<file path="config.mk">
export PLATFORM = sky130hd
export DESIGN_NAME = reset_sequencer
export DESIGN_NICKNAME = d
export VERILOG_FILES = /design/src/rtl/reset_pkg.sv /design/src/rtl/reset_timer.sv /design/src/rtl/reset_sequencer.sv
export SDC_FILE = /design/constraint.sdc
export NUM_CORES = 1
export LEC_CHECK = 0
export ABC_AREA = 1
export BUFFER_PORTS_ARGS = -buffer_cell sky130_fd_sc_hd__buf_2
export CAP_MARGIN = 20
export CORE_ASPECT_RATIO = 1.1
export CORE_MARGIN = 10
export CORE_UTILIZATION = 60
export DETAILED_ROUTE_END_ITERATION = 8
export PLACE_DENSITY = 0.9
export SKIP_LAST_GASP = 1
export SYNTH_ARGS = -nofsm -noshare
export SYNTH_HDL_FRONTEND = slang
export SYNTH_HIERARCHICAL = 1
export SYNTH_SLANG_ARGS = --single-unit
export TNS_END_PERCENT = 100
</file>
<file path="constraint.sdc">
create_clock -name clk -period 4.9 [get_ports clk]
set_input_delay 0.245 -clock clk [delete_from_list [all_inputs] [get_ports clk]]
set_output_delay 0.245 -clock clk [all_outputs]
set_load 0.01 [all_outputs]
</file>
<file path="src/rtl/reset_pkg.sv">
// Shared types and helpers for the reset sequencer and its timer.
package reset_pkg;

  // Sequencer phases: all domains held, staggered release, all released.
  typedef enum logic [1:0] {
    HOLD    = 2'd0,
    STAGGER = 2'd1,
    RUN     = 2'd2
  } seq_state_t;

  // Encodings reported on rst_cause for the source of the last sequence.
  localparam logic [1:0] CAUSE_POR = 2'b00;
  localparam logic [1:0] CAUSE_SW  = 2'b01;
  localparam logic [1:0] CAUSE_WDT = 2'b10;

  // Width of the domain index register; never narrower than one bit.
  function automatic int idx_width(input int num_domains);
    return (num_domains > 1) ? $clog2(num_domains) : 1;
  endfunction

endpackage

</file>
<file path="src/rtl/reset_timer.sv">
// Up-counter with synchronous clear and a terminal-compare flag against a
// limit supplied at runtime, so one counter serves both timed phases.
module reset_timer
  import reset_pkg::*;
#(
  parameter int CNT_WIDTH = 8
) (
  input  logic                 clk,
  input  logic                 rst_n,
  input  logic                 clr,
  input  logic [CNT_WIDTH-1:0] limit,
  output logic                 done
);

  logic [CNT_WIDTH-1:0] cnt;

  // Count every cycle; clear restarts the interval from zero.
  always_ff @(posedge clk or negedge rst_n) begin
    if (!rst_n) begin
      cnt <= '0;
    end else if (clr) begin
      cnt <= '0;
    end else begin
      cnt <= cnt + 1'b1;
    end
  end

  assign done = (cnt == limit);

endmodule

</file>
<file path="src/rtl/reset_sequencer.sv">
// Holds all reset domains for a minimum pulse, then releases them one at a
// time in index order. A software request edge or a watchdog pulse restarts
// the whole sequence; the source of the last sequence is reported.
module reset_sequencer
  import reset_pkg::*;
#(
  parameter int NUM_DOMAINS    = 3,
  parameter int PULSE_CYCLES   = 16,
  parameter int STAGGER_CYCLES = 8,
  parameter int CNT_WIDTH      = 8
) (
  input  logic                   clk,
  input  logic                   rst_n_in,
  input  logic                   sw_rst_req,
  input  logic                   wdt_expire,
  output logic [NUM_DOMAINS-1:0] rst_n_out,
  output logic                   busy,
  output logic                   req_ack,
  output logic [1:0]             rst_cause
);

  localparam int IDX_W = idx_width(NUM_DOMAINS);
  localparam logic [CNT_WIDTH-1:0] PULSE_LIMIT   = CNT_WIDTH'(PULSE_CYCLES - 1);
  localparam logic [CNT_WIDTH-1:0] STAGGER_LIMIT = CNT_WIDTH'(STAGGER_CYCLES - 1);
  localparam logic [IDX_W-1:0]     LAST_IDX      = IDX_W'(NUM_DOMAINS - 1);

  seq_state_t             state;
  logic [IDX_W-1:0]       idx;
  logic                   sw_prev;
  logic                   req;
  logic                   tmr_clr;
  logic                   tmr_done;
  logic [CNT_WIDTH-1:0]   tmr_limit;
  logic [NUM_DOMAINS-1:0] idx_mask;

  // A rising software level or any watchdog pulse is a request.
  assign req = (sw_rst_req & ~sw_prev) | wdt_expire;

  // One shared timer; its interval depends on which phase is running.
  assign tmr_limit = (state == HOLD) ? PULSE_LIMIT : STAGGER_LIMIT;
  assign tmr_clr   = req | tmr_done | (state == RUN);
  assign idx_mask  = NUM_DOMAINS'(1) << idx;

  reset_timer #(
    .CNT_WIDTH (CNT_WIDTH)
  ) u_timer (
    .clk   (clk),
    .rst_n (rst_n_in),
    .clr   (tmr_clr),
    .limit (tmr_limit),
    .done  (tmr_done)
  );

  // Sequencer FSM with all outputs registered.
  // NOTE: sequential state uses non-blocking assignments so every register
  // samples pre-edge values regardless of statement order.
  always_ff @(posedge clk or negedge rst_n_in) begin
    if (!rst_n_in) begin
      state     <= HOLD;
      idx       <= '0;
      // NOTE: sw_prev resets high so a request level held through reset is
      // not seen as a new rising edge once reset releases.
      sw_prev   <= 1'b1;
      rst_n_out <= '0;
      busy      <= 1'b1;
      req_ack   <= 1'b0;
      rst_cause <= CAUSE_POR;
    end else begin
      sw_prev <= sw_rst_req;
      req_ack <= 1'b0;
      if (req) begin
        // Any accepted request restarts the full sequence from scratch.
        state     <= HOLD;
        idx       <= '0;
        rst_n_out <= '0;
        busy      <= 1'b1;
        req_ack   <= 1'b1;
        rst_cause <= wdt_expire ? CAUSE_WDT : CAUSE_SW;
      end else begin
        unique case (state)
          HOLD: begin
            if (tmr_done) begin
              rst_n_out[0] <= 1'b1;
              if (NUM_DOMAINS == 1) begin
                state <= RUN;
                busy  <= 1'b0;
              end else begin
                state <= STAGGER;
                idx   <= IDX_W'(1);
              end
            end
          end
          STAGGER: begin
            if (tmr_done) begin
              rst_n_out <= rst_n_out | idx_mask;
              idx       <= idx + 1'b1;
              if (idx == LAST_IDX) begin
                state <= RUN;
                busy  <= 1'b0;
              end
            end
          end
          RUN: begin
            rst_n_out <= '1;
            busy      <= 1'b0;
          end
          default: state <= HOLD;
        endcase
      end
    end
  end

endmodule

</file>
==> out/qor.txt, run 1 <==
Synth Flop Type -> dfrtp_1
Worst Hold Endpoint -> sw_prev
Sw Share -> 29.5%
Crit share post-route -> 39.9%
Sequential cell area -> 503 um2
Met3 Usage GRT -> 2.17%
Vias -> 1047
Total global routing overflow -> 0
DR pass1 iterations -> 4
Fin crit period -> 1950 ps
Clock sinks -> 20
Hold Path Stages -> 1
EDFF count, synth -> 0
Drt total wl -> 2470 um
Critical Path AT -> 2150 ps
Top cells by count, synth -> nand2_1 (40), inv_1 (24), nor2_1 (22), dfrtp_1 (18), ha_1 (7)
Met2 GRT Util -> 26.2%
HPWL after detailed placement -> 1940 um
Fin. max-slew vios -> 0
Worst hold-check path type -> input pin to register
Initial antenna violation count -> 0
Peak supply drop -> 214 uV
Syn_area_per_cell -> 7.52 um2
Synth warn -> 6
GRT Overall Usage -> 13.4%
Leak -> 0.000720 uW
Setup TNS -> 0 ps
IO Pins -> 11
RR Startpoint -> state[0]
Switch Pwr -> 101 uW
Yosys reg bits -> 20
GP Congestion -> 0.954
Die Wd -> 62.7 um
CP Class -> register to register
1st-iter DRT viols -> 40
Worst-path fanout max -> 5
Post-route DRC -> 0
Largest area contributor in the netlist -> dfrtp_1
Netlist cell types -> 25
CTS tree -> yes
Post-layout nets -> 199
Die area -> 4200 um2
DR vias/cell -> 4.89
Post-CTS repair timing setup buffer count -> 0
PostCTS Resize Cnt -> 0
Post-Syn Area -> 1200 um2
Register area share after synthesis -> 41.8%
Worst-path clk slew -> 100 ps
Antenna cells -> 0
Met1 global-route usage -> 12.9%
Min-delay src -> sw_rst_req
Syn-to-layout area delta -> 14.6%
Util after Layout -> 74.9%
Clock power share -> 27.3%
Post-synth top area share -> 37.4%
Number of global-route vias before repair -> 1007
Unrepaired setup endpoints after global routing -> false
Critical path launch point type -> register
Setup violators final -> 0
R2R depth -> 13
Clock skew -> 0.836 ps
CP Data Required Time -> 5090 ps
PwrDens -> 248 nW/um2
Area of the multi-input gates -> 623 um2
Final hold violation count -> 0
Root Buffer Master -> clkbuf_4
Syn Inst Count -> 160
Initial core utilization -> 65.4%
Filler cells -> 139
ANT nets after route -> 0
Internal reg-to-reg setup slack -> 2950 ps
Row Count -> 16
Area contributors post-synth -> dfrtp_1 (37%), nand2_1 (12%), inv_1 (7.5%)
Die height -> 67.0 um
Largest net degree at the start of global routing -> 21
Reg-to-Reg End -> u_timer/cnt[2]
Clock Path Buffers -> 2
H-Tree Depth -> 1
Int Pwr -> 241 uW
Max Clk Rate -> 512 MHz
Avg WL per Cell -> 11.5 um
Busiest metal layer after global routing -> met2
Sequential share of power -> 52.4%
Layout cells sized above 1 -> 19.3%
Core area -> 1840 um2
CP Capture Type -> register
Clock buffer count from CTS -> 3
Clock Latency Late Sink -> 300 ps
FFs w/ async S/R, synth -> 100%
Comb pwr share -> 20.3%
Outcome -> finished, final reports clean
First-pass GRT wire length -> 4460 um
PortBufs -> 10
Max-cap violations -> 0
Most common cell in the netlist -> nand2_1
## area by class of cell
class / instances / area share [%]
Inverter: 32 / 8.89
Timing Repair Buffer: 11 / 4.36
Tap cell: 27 / 2.45
Sequential cell: 20 / 36.5
Multi-Input combinational cell: 120 / 45.2
Clock buffer: 4 / 2.63
## cell usage in the layout (no fill, tap or decap), drive strengths merged, types with 7 or more instances in the layout
cell and n:
nand2 44, inv 31, nor2 26, dfrtp 18
conb 14, buf 10, ha 7, nand3 7
a21oi 7, o21ai 7
## per-layer routing
metal  wire length [um]  up-vias
met4                 90        0
met2               1340       31
met1                941      475
li1                   -      530
met3                 99       11
met5                  0        -
## repair_timing
action,in CTS,in global routing
setup endpoints to repair,0,0
endpoints found under the hold margin,18,0
hold buffers,1,0
## flip-flops by register name (all words and copies together) (netlist names)
signal       flops
busy             1
idx              2
req_ack          1
rst_cause        2
rst_n_out        3
state            2
sw_prev          1
u_timer/cnt      8
## cells by family (layout without fill, tap and decap cells)
group           after synthesis  count (layout)  synth area share, %
compound gates               15              15                 6.76
fa+ha+maj                     7               7                 7.28
buf+inv                      32              47                 10.2
flops                        20              20                 41.8
other cells                   2              14                0.624
simple gates                 84              84                 33.4
## critical path, cell delays in order, from the launching register on
cell	delay, ps
dfrtp_1	430
inv_1	110
ha_1	210
inv_1	60
nand2_1	60
nand2_1	50
nor2_1	80
nand2_1	60
nor2_1	160
inv_1	130
nand3_1	190
inv_1	120
o21ai_0	120
nor2_1	70
## through the flow
stage / worst slack, ps / hold WS (ps) / total power, uW / area [um2] / cells
CTS: 3010 / 59.9 / 345 / 1380 / 214
finish: 2950 / 63.0 / 342 / 1380 / 214
global route: 2740 / 53.0 / 363 / 1380 / 214
floorplan: 3320 / -50.6 / 230 / 1250 / 172
detailed placement: 3070 / 213 / 250 / 1330 / 209
global placement: 3240 / 203 / 245 / 1330 / 209
## power by group through the flow
stage / clock [uW] / combinational, uW / sequential (uW)
global placement: 0 / 63.8 / 181
finish: 93.5 / 69.5 / 180
CTS: 97.3 / 68.8 / 179
detailed placement: 0 / 67.7 / 182
global route: 104 / 79.2 / 180
floorplan: 0 / 47.4 / 183
## worst max path at each step
stage	startpoint	end	slack (ps)	cells past startpoint
after floorplan	state[0]	u_timer/cnt[2]	3320	13
after global placement	state[0]	u_timer/cnt[3]	3240	13
after detailed placement	state[0]	u_timer/cnt[2]	3070	13
after CTS	state[0]	u_timer/cnt[2]	3010	13
after global routing	state[0]	u_timer/cnt[2]	2740	13
final	state[0]	u_timer/cnt[2]	2950	13
Note: power is estimated with default switching activity, not from simulation.
==> run 2: changes to the inputs <==
--- a/config.mk
+++ b/config.mk
@@ -10,9 +10,9 @@
 export CAP_MARGIN = 20
 export CORE_ASPECT_RATIO = 1.1
 export CORE_MARGIN = 10
-export CORE_UTILIZATION = 60
+export CORE_UTILIZATION = 57
 export DETAILED_ROUTE_END_ITERATION = 8
-export PLACE_DENSITY = 0.9
+export PLACE_DENSITY = 0.87
 export SKIP_LAST_GASP = 1
 export SYNTH_ARGS = -nofsm -noshare
 export SYNTH_HDL_FRONTEND = slang
==> constraint.sdc (replaced) <==
create_clock -name clk -period 1.8 [get_ports clk]
set_input_delay 0.09 -clock clk [delete_from_list [all_inputs] [get_ports clk]]
set_output_delay 0.09 -clock clk [all_outputs]
set_load 0.01 [all_outputs]
==> run 2 against run 1 <==
Compared with the run above:
- combinational power rose to 3.0 times the previous value
- routed wire length up 6.7%
- non-clock buffer count up 4
- register-to-register slack worse by 2800 ps
- flip-flop and latch count unchanged
- worst hold slack better by 180 ps
- die area up 3.6%
- clock power rose to 3.9 times the previous value
- core utilization down 2.5 points
- sequential share of layout area down 1.7 points
- via count unchanged
- cell area up 4.9%
- critical path type unchanged
- critical endpoint is now rst_n_out[2]
- largest power group unchanged
==> out/qor.txt, run 2 (synthesis gave the netlist of run 1 again) <==
Outcome -> finished, final reports clean
Post-route cell area -> 1450 um2 (+4.9%)
CP Capture Type -> register
Uppermost routed layer -> met4
HPWL after detailed placement -> 1940 um (about the same)
Unrepaired setup endpoints after global routing -> false
Max-cap violations -> 0 (unchanged)
Die height -> 68.2 um (+1.8%)
GP Congestion -> 0.858 (-10%)
First-pass GRT wire length -> 4460 um (unchanged)
Post-layout nets -> 203 (+2.0%)
Internal reg-to-reg setup slack -> 150 ps (-2800 ps)
CP max stage delay -> 390 ps (-40 ps)
Worst hold-check path type -> input pin to asynchronous set/reset pin
Largest net degree at the start of global routing -> 21 (unchanged)
Die Wd -> 63.8 um (+1.8%)
Fin. max-slew vios -> 0 (unchanged)
Crit share post-route -> 91.9% (+52 points)
Antenna cells -> 0 (unchanged)
Clock skew -> 12.2 ps (+11.4 ps)
Crit-path cells -> inv_1 > ha_4 > inv_1 > nand2_1 > nand2_1 > nor2_1 > nand2_1 > nor2_2 > nand2_1 > o21ai_1 > o21ai_1 > a21oi_1
Largest registers -> u_timer/cnt: 8 flops, rst_n_out: 3 flops
PwrDens -> 733 nW/um2 (+200%)
Reg-to-Reg End -> rst_n_out[2]
Met1 WL -> 998 um (+6.1%)
Clock sinks -> 20 (unchanged)
DR pass1 iterations -> 4 (unchanged)
Total global routing overflow -> 0 (unchanged)
Syn-to-layout area delta -> 20.2%
Clock Path Buffers -> 2 (unchanged)
Leading cell type in the layout, fill and taps excluded -> nand2_1
Core area -> 2000 um2 (+8.6%)
CTS tree -> yes
CP Class -> register to register
R2R depth -> 12 (-1)
Worst-path fanout max -> 3 (-2)
Final hold violation count -> 0 (unchanged)
Placed Instance Area -> 1340 um2 (+0.66%)
Avg WL per Cell -> 12.0 um (+4.3%)
Initial core utilization -> 60.2% (-5.2 points)
Max Clk Rate -> 605 MHz (+18%)
Flip-flop count of the largest register after layout -> 8 (unchanged)
Clock Latency Late Sink -> 310 ps (about the same)
DR vias/cell -> 4.78 (-2.3%)
Setup violators final -> 0 (unchanged)
Number of global-route vias before repair -> 1052 (+4.5%)
RR Startpoint -> state[1]
GRT Overall Usage -> 12.6% (-0.73 points)
Setup TNS -> 0 ps (unchanged)
Peak supply drop -> 901 uV (+320%)
IO Pins -> 11 (unchanged)
Row Count -> 17 (+1)
Die area -> 4350 um2 (+3.6%)
Layout cells sized above 1 -> 22.0% (+2.7 points)
Critical Path Slowest Stage Cell -> dfrtp_1
Worst-path clk slew -> 120 ps (+20 ps)
Vias -> 1047 (unchanged)
Fin crit period -> 1650 ps (-301 ps)
CP Data Required Time -> 2040 ps (-3050 ps)
Critical Path AT -> 1890 ps (-260 ps)
Root Buffer Master -> clkbuf_4
ANT nets after route -> 0 (unchanged)
Met2 routed WL -> 1470 um (+9.7%)
Post-route DRC -> 0 (unchanged)
Commonest non-fill, non-tap cells in the layout -> nand2_1 (40), inv_1 (22), nor2_1 (21)
Drt total wl -> 2630 um (+6.7%)
Critical path launch point type -> register
Pwr Total -> 1060 uW (+210%)
PortBufs -> 10 (unchanged)
CP most frequent cell -> nand2_1
H-Tree Depth -> 1 (unchanged)
Leak -> 0.000746 uW (+3.7%)
1st-iter DRT viols -> 62 (+55%)
Met3 WL -> 92 um (-7.1%)
Initial antenna violation count -> 0 (unchanged)
Largest Register -> u_timer/cnt
Clock buffer count from CTS -> 3 (unchanged)
## run 2: changes by cell type in the layout (fill, tap and decap cells not counted), sizes merged
cell	change
clkbuf	-1
dlygate4sd3	+2
bufinv	+1
buf	+2
## run 2: worst max-delay path: cells and delay by family (launching register included)
| kind | cells | cell delay [ps] |
|---|---|---|
| flops | 1 | 390 |
| compound gates | 3 | 410 |
| fa+ha+maj | 1 | 160 |
| buf+inv | 2 | 160 |
| simple gates | 6 | 460 |
## run 2: layout make-up
| class | instances | area [um2] |
|---|---|---|
| inverter | 32 | 123 |
| sequential | 20 | 503 |
| tap | 28 | 35.0 |
| clock buffer | 3 | 22.5 |
| timing repair buffer | 15 | 95.1 |
| fill | 151 | 553 |
| clock inverter | 1 | 30.0 |
| multi-input combinational | 120 | 638 |
## run 2: timing repair
action	in CTS	in global routing
endpoints found under the hold margin	20	0
gates resized for setup	0	5
hold buffers	3	0
buffers inserted	0	1
endpoints found under the setup margin	0	16
## run 2: worst max-delay path by stage
stage                     endpoint  slack (ps)  cells past startpoint      from
floorplan           u_timer/cnt[2]         220                     13  state[0]
global placement    u_timer/cnt[3]         190                     13  state[0]
detailed placement  u_timer/cnt[3]          80                     13  state[1]
CTS                 u_timer/cnt[3]          40                     13  state[0]
global route        u_timer/cnt[2]          30                     13  state[1]
finish                rst_n_out[2]         150                     12  state[1]
## run 2: per-layer routing
metal	vias up	global-route usage, %
met5	-	0
met2	22	24.4
met4	0	6.83
li1	538	-
met3	10	2.12
met1	477	12.9
## run 2: report_power, final
group	internal, uW	switching [uW]	leakage, uW	total [uW]
logic	76.4	133	0.000458	210
registers	470	16.9	0.000260	487
clock network	225	138	0.0000279	363
total	772	288	0.000746	1060
## run 2: per-stage QoR
stage / setup WS, ps / hold WS, ps / instances / util, %
after floorplan: 223 / -206 / 172 / -
final: 146 / 243 / 219 / 72.3
after global routing: 33.2 / 260 / 219 / 72.3
after detailed placement: 83.3 / 60.4 / 211 / 67.1
after global placement: 190 / 50.7 / 211 / 67.1
after CTS: 35.8 / 261 / 218 / 71.2
==> run 3: changes to the inputs <==
--- a/config.mk
+++ b/config.mk
@@ -8,11 +8,13 @@
 export ABC_AREA = 1
 export BUFFER_PORTS_ARGS = -buffer_cell sky130_fd_sc_hd__buf_2
 export CAP_MARGIN = 20
+export CELL_PAD_IN_SITES_DETAIL_PLACEMENT = 1
+export CELL_PAD_IN_SITES_GLOBAL_PLACEMENT = 2
 export CORE_ASPECT_RATIO = 1.1
 export CORE_MARGIN = 10
-export CORE_UTILIZATION = 57
+export CORE_UTILIZATION = 33
 export DETAILED_ROUTE_END_ITERATION = 8
-export PLACE_DENSITY = 0.87
+export PLACE_DENSITY = 0.86
 export SKIP_LAST_GASP = 1
 export SYNTH_ARGS = -nofsm -noshare
 export SYNTH_HDL_FRONTEND = slang
==> run 3 against run 2 <==
Compared with the run above:
- clock-buffer cell count did not move
- cell area rose by 4.8%
- sequential share of layout area fell by 1.6 points
- worst hold slack improved by 9.7 ps
- maximum frequency barely moved
- routed wire length rose by 18%
- clock power rose by 6.6%
- die area rose by 49%
- setup slack got worse by 0.98 ps
- flip-flop and latch count did not move
- critical path type unchanged
- critical endpoint is now idx[1]
- highest routed layer unchanged
==> out/qor.txt, run 3 (synthesis gave the netlist of run 1 again) <==
Unrepaired setup endpoints after global routing -> true
RR Startpoint -> state[1]
Peak supply drop -> 494 uV (-45%)
Internal reg-to-reg setup slack -> 150 ps (about the same)
Worst-path clk slew -> 130 ps (about the same)
Clock Latency Late Sink -> 320 ps (about the same)
Total global routing overflow -> 0 (unchanged)
Core area -> 3410 um2 (+71%)
Clock sinks -> 20 (unchanged)
IO Pins -> 11 (unchanged)
HPWL after detailed placement -> 2260 um (+17%)
GP Congestion -> 0.794 (-7.4%)
Met3 WL -> 110 um (+20%)
GRT Overall Usage -> 9.85% (-2.8 points)
Avg WL per Cell -> 12.8 um (+6.5%)
Fin. max-slew vios -> 0 (unchanged)
Clock buffer count from CTS -> 3 (unchanged)
Clock skew -> 6.19 ps (-6.05 ps)
CP Class -> register to register
Met2 routed WL -> 1630 um (+11%)
Drt total wl -> 3110 um (+18%)
DP Worst Slack -> 39.4 ps (-43.9 ps)
DR vias/cell -> 4.31 (-9.9%)
Reg-to-Reg End -> idx[1]
Max Clk Rate -> 604 MHz (about the same)
Largest net degree at the start of global routing -> 21 (unchanged)
Hold slack -> 252 ps (+9.65 ps)
DR pass1 iterations -> 4 (unchanged)
Final worst-path setup slack -> 145 ps (-0.980 ps)
Fin crit period -> 1650 ps (+0.980 ps)
PwrDens -> 734 nW/um2 (about the same)
CTS tree -> yes
Die area -> 6470 um2 (+49%)
Critical path launch point type -> register
Clock Path Buffers -> 2 (unchanged)
CP Data Required Time -> 2030 ps (about the same)
Syn-to-layout area delta -> 25.9%
PortBufs -> 10 (unchanged)
Commonest non-fill, non-tap cells in the layout -> nand2_1 (40), nor2_1 (21), inv_1 (20)
Initial core utilization -> 35.3% (-25 points)
Outcome -> finished, final reports clean
Flip-flop count of the largest register after layout -> 8 (unchanged)
Final hold violation count -> 0 (unchanged)
ANT nets after route -> 0 (unchanged)
1st-iter DRT viols -> 59 (-4.8%)
Antenna cells -> 0 (unchanged)
Uppermost routed layer -> met4
Worst-path fanout max -> 3 (unchanged)
Row Count -> 22 (+5)
Layout cells sized above 1 -> 26.2% (+4.2 points)
Leading cell type in the layout, fill and taps excluded -> nand2_1
Worst hold-check path type -> input pin to asynchronous set/reset pin
Largest Register -> u_timer/cnt
Largest registers -> u_timer/cnt: 8 flops, rst_n_out: 3 flops
CP Capture Type -> register
Pwr Total -> 1110 uW (+4.9%)
Post-route DRC -> 0 (unchanged)
Filler cells -> 469 (+210%)
R2R depth -> 12 (unchanged)
First-pass GRT wire length -> 5290 um (+18%)
Leak -> 0.000773 uW (+3.6%)
Met1 WL -> 1320 um (+32%)
Number of global-route vias before repair -> 1140 (+8.4%)
Critical Path AT -> 1890 ps (about the same)
Die height -> 83.3 um (+22%)
Vias -> 1047 (unchanged)
H-Tree Depth -> 1 (unchanged)
Root Buffer Master -> clkbuf_4
Initial antenna violation count -> 0 (unchanged)
Crit share post-route -> 91.9% (about the same)
Post-layout nets -> 207 (+2.0%)
Die Wd -> 77.6 um (+22%)
Max-cap violations -> 0 (unchanged)
Setup violators final -> 0 (unchanged)
[run 3: changes by cell type in the layout (fill, tap and decap cells not counted), sizes merged]
cell and delta:
buf +4
[run 3: metrics by stage]
| stage | utilization, % | std cells | TNS, ps | area [um2] |
|---|---|---|---|---|
| 2_1_floorplan | - | 172 | 0 | 1250 |
| 3_3_place_gp | 40.2 | 232 | 0 | 1370 |
| 3_5_place_dp | 40.2 | 232 | 0 | 1370 |
| 4_1_cts | 42.7 | 239 | 0 | 1460 |
| 5_1_grt | 44.4 | 243 | -169 | 1520 |
| 6_report | 44.4 | 243 | 0 | 1520 |
[run 3: critical path: stages (launching register included)]
cell	delay, ps
dfrtp_1	430
inv_2	90
ha_4	150
inv_1	50
nand2_1	60
nand2_1	60
nor2_1	100
nand2_1	70
nor2_2	150
inv_2	90
a21oi_2	160
nand3_1	100
o31ai_1	70
[run 3: how the worst max path moves through the flow]
stage               startpoint             end  slack (ps)  cells after the start
finish                state[1]          idx[1]         150                     12
global route          state[1]    rst_n_out[1]         -60                     12
CTS                   state[0]        state[0]          30                     13
detailed placement    state[0]  u_timer/cnt[2]          40                     13
global placement      state[0]  u_timer/cnt[2]         150                     13
floorplan             state[0]  u_timer/cnt[2]         220                     13
[run 3: area by class of cell]
type	count	area, um2	share of cell area [%]
Timing Repair Buffer	19	125	8.26
Multi-Input combinational cell	120	652	43.0
Inverter	32	123	8.09
Clock buffer	3	22.5	1.49
Tap cell	48	60.1	3.96
Clock inverter	1	30.0	1.98
Sequential cell	20	503	33.2
[run 3: repair_timing]
| item | in CTS | in global routing |
|---|---|---|
| gates resized for setup | 0 | 10 |
| hold endpoints to repair | 20 | 0 |
| buffers inserted | 0 | 4 |
| setup endpoints to repair | 0 | 16 |
| hold buffers | 3 | 0 |
[run 3: layer usage]
layer,vias up,GRT usage (%)
li1,542,-
met1,485,10.7
met2,14,17.4
met3,6,3.45
met4,0,2.64
met5,-,0
[run 3: report_power, final]
| part | leakage (uW) | switching (uW) | internal, uW | total, uW |
|---|---|---|---|---|
| clock | 0.0000279 | 162 | 225 | 387 |
| sequential | 0.000260 | 17.7 | 470 | 488 |
| combinational | 0.000485 | 144 | 92.2 | 236 |
| total | 0.000773 | 324 | 788 | 1110 |
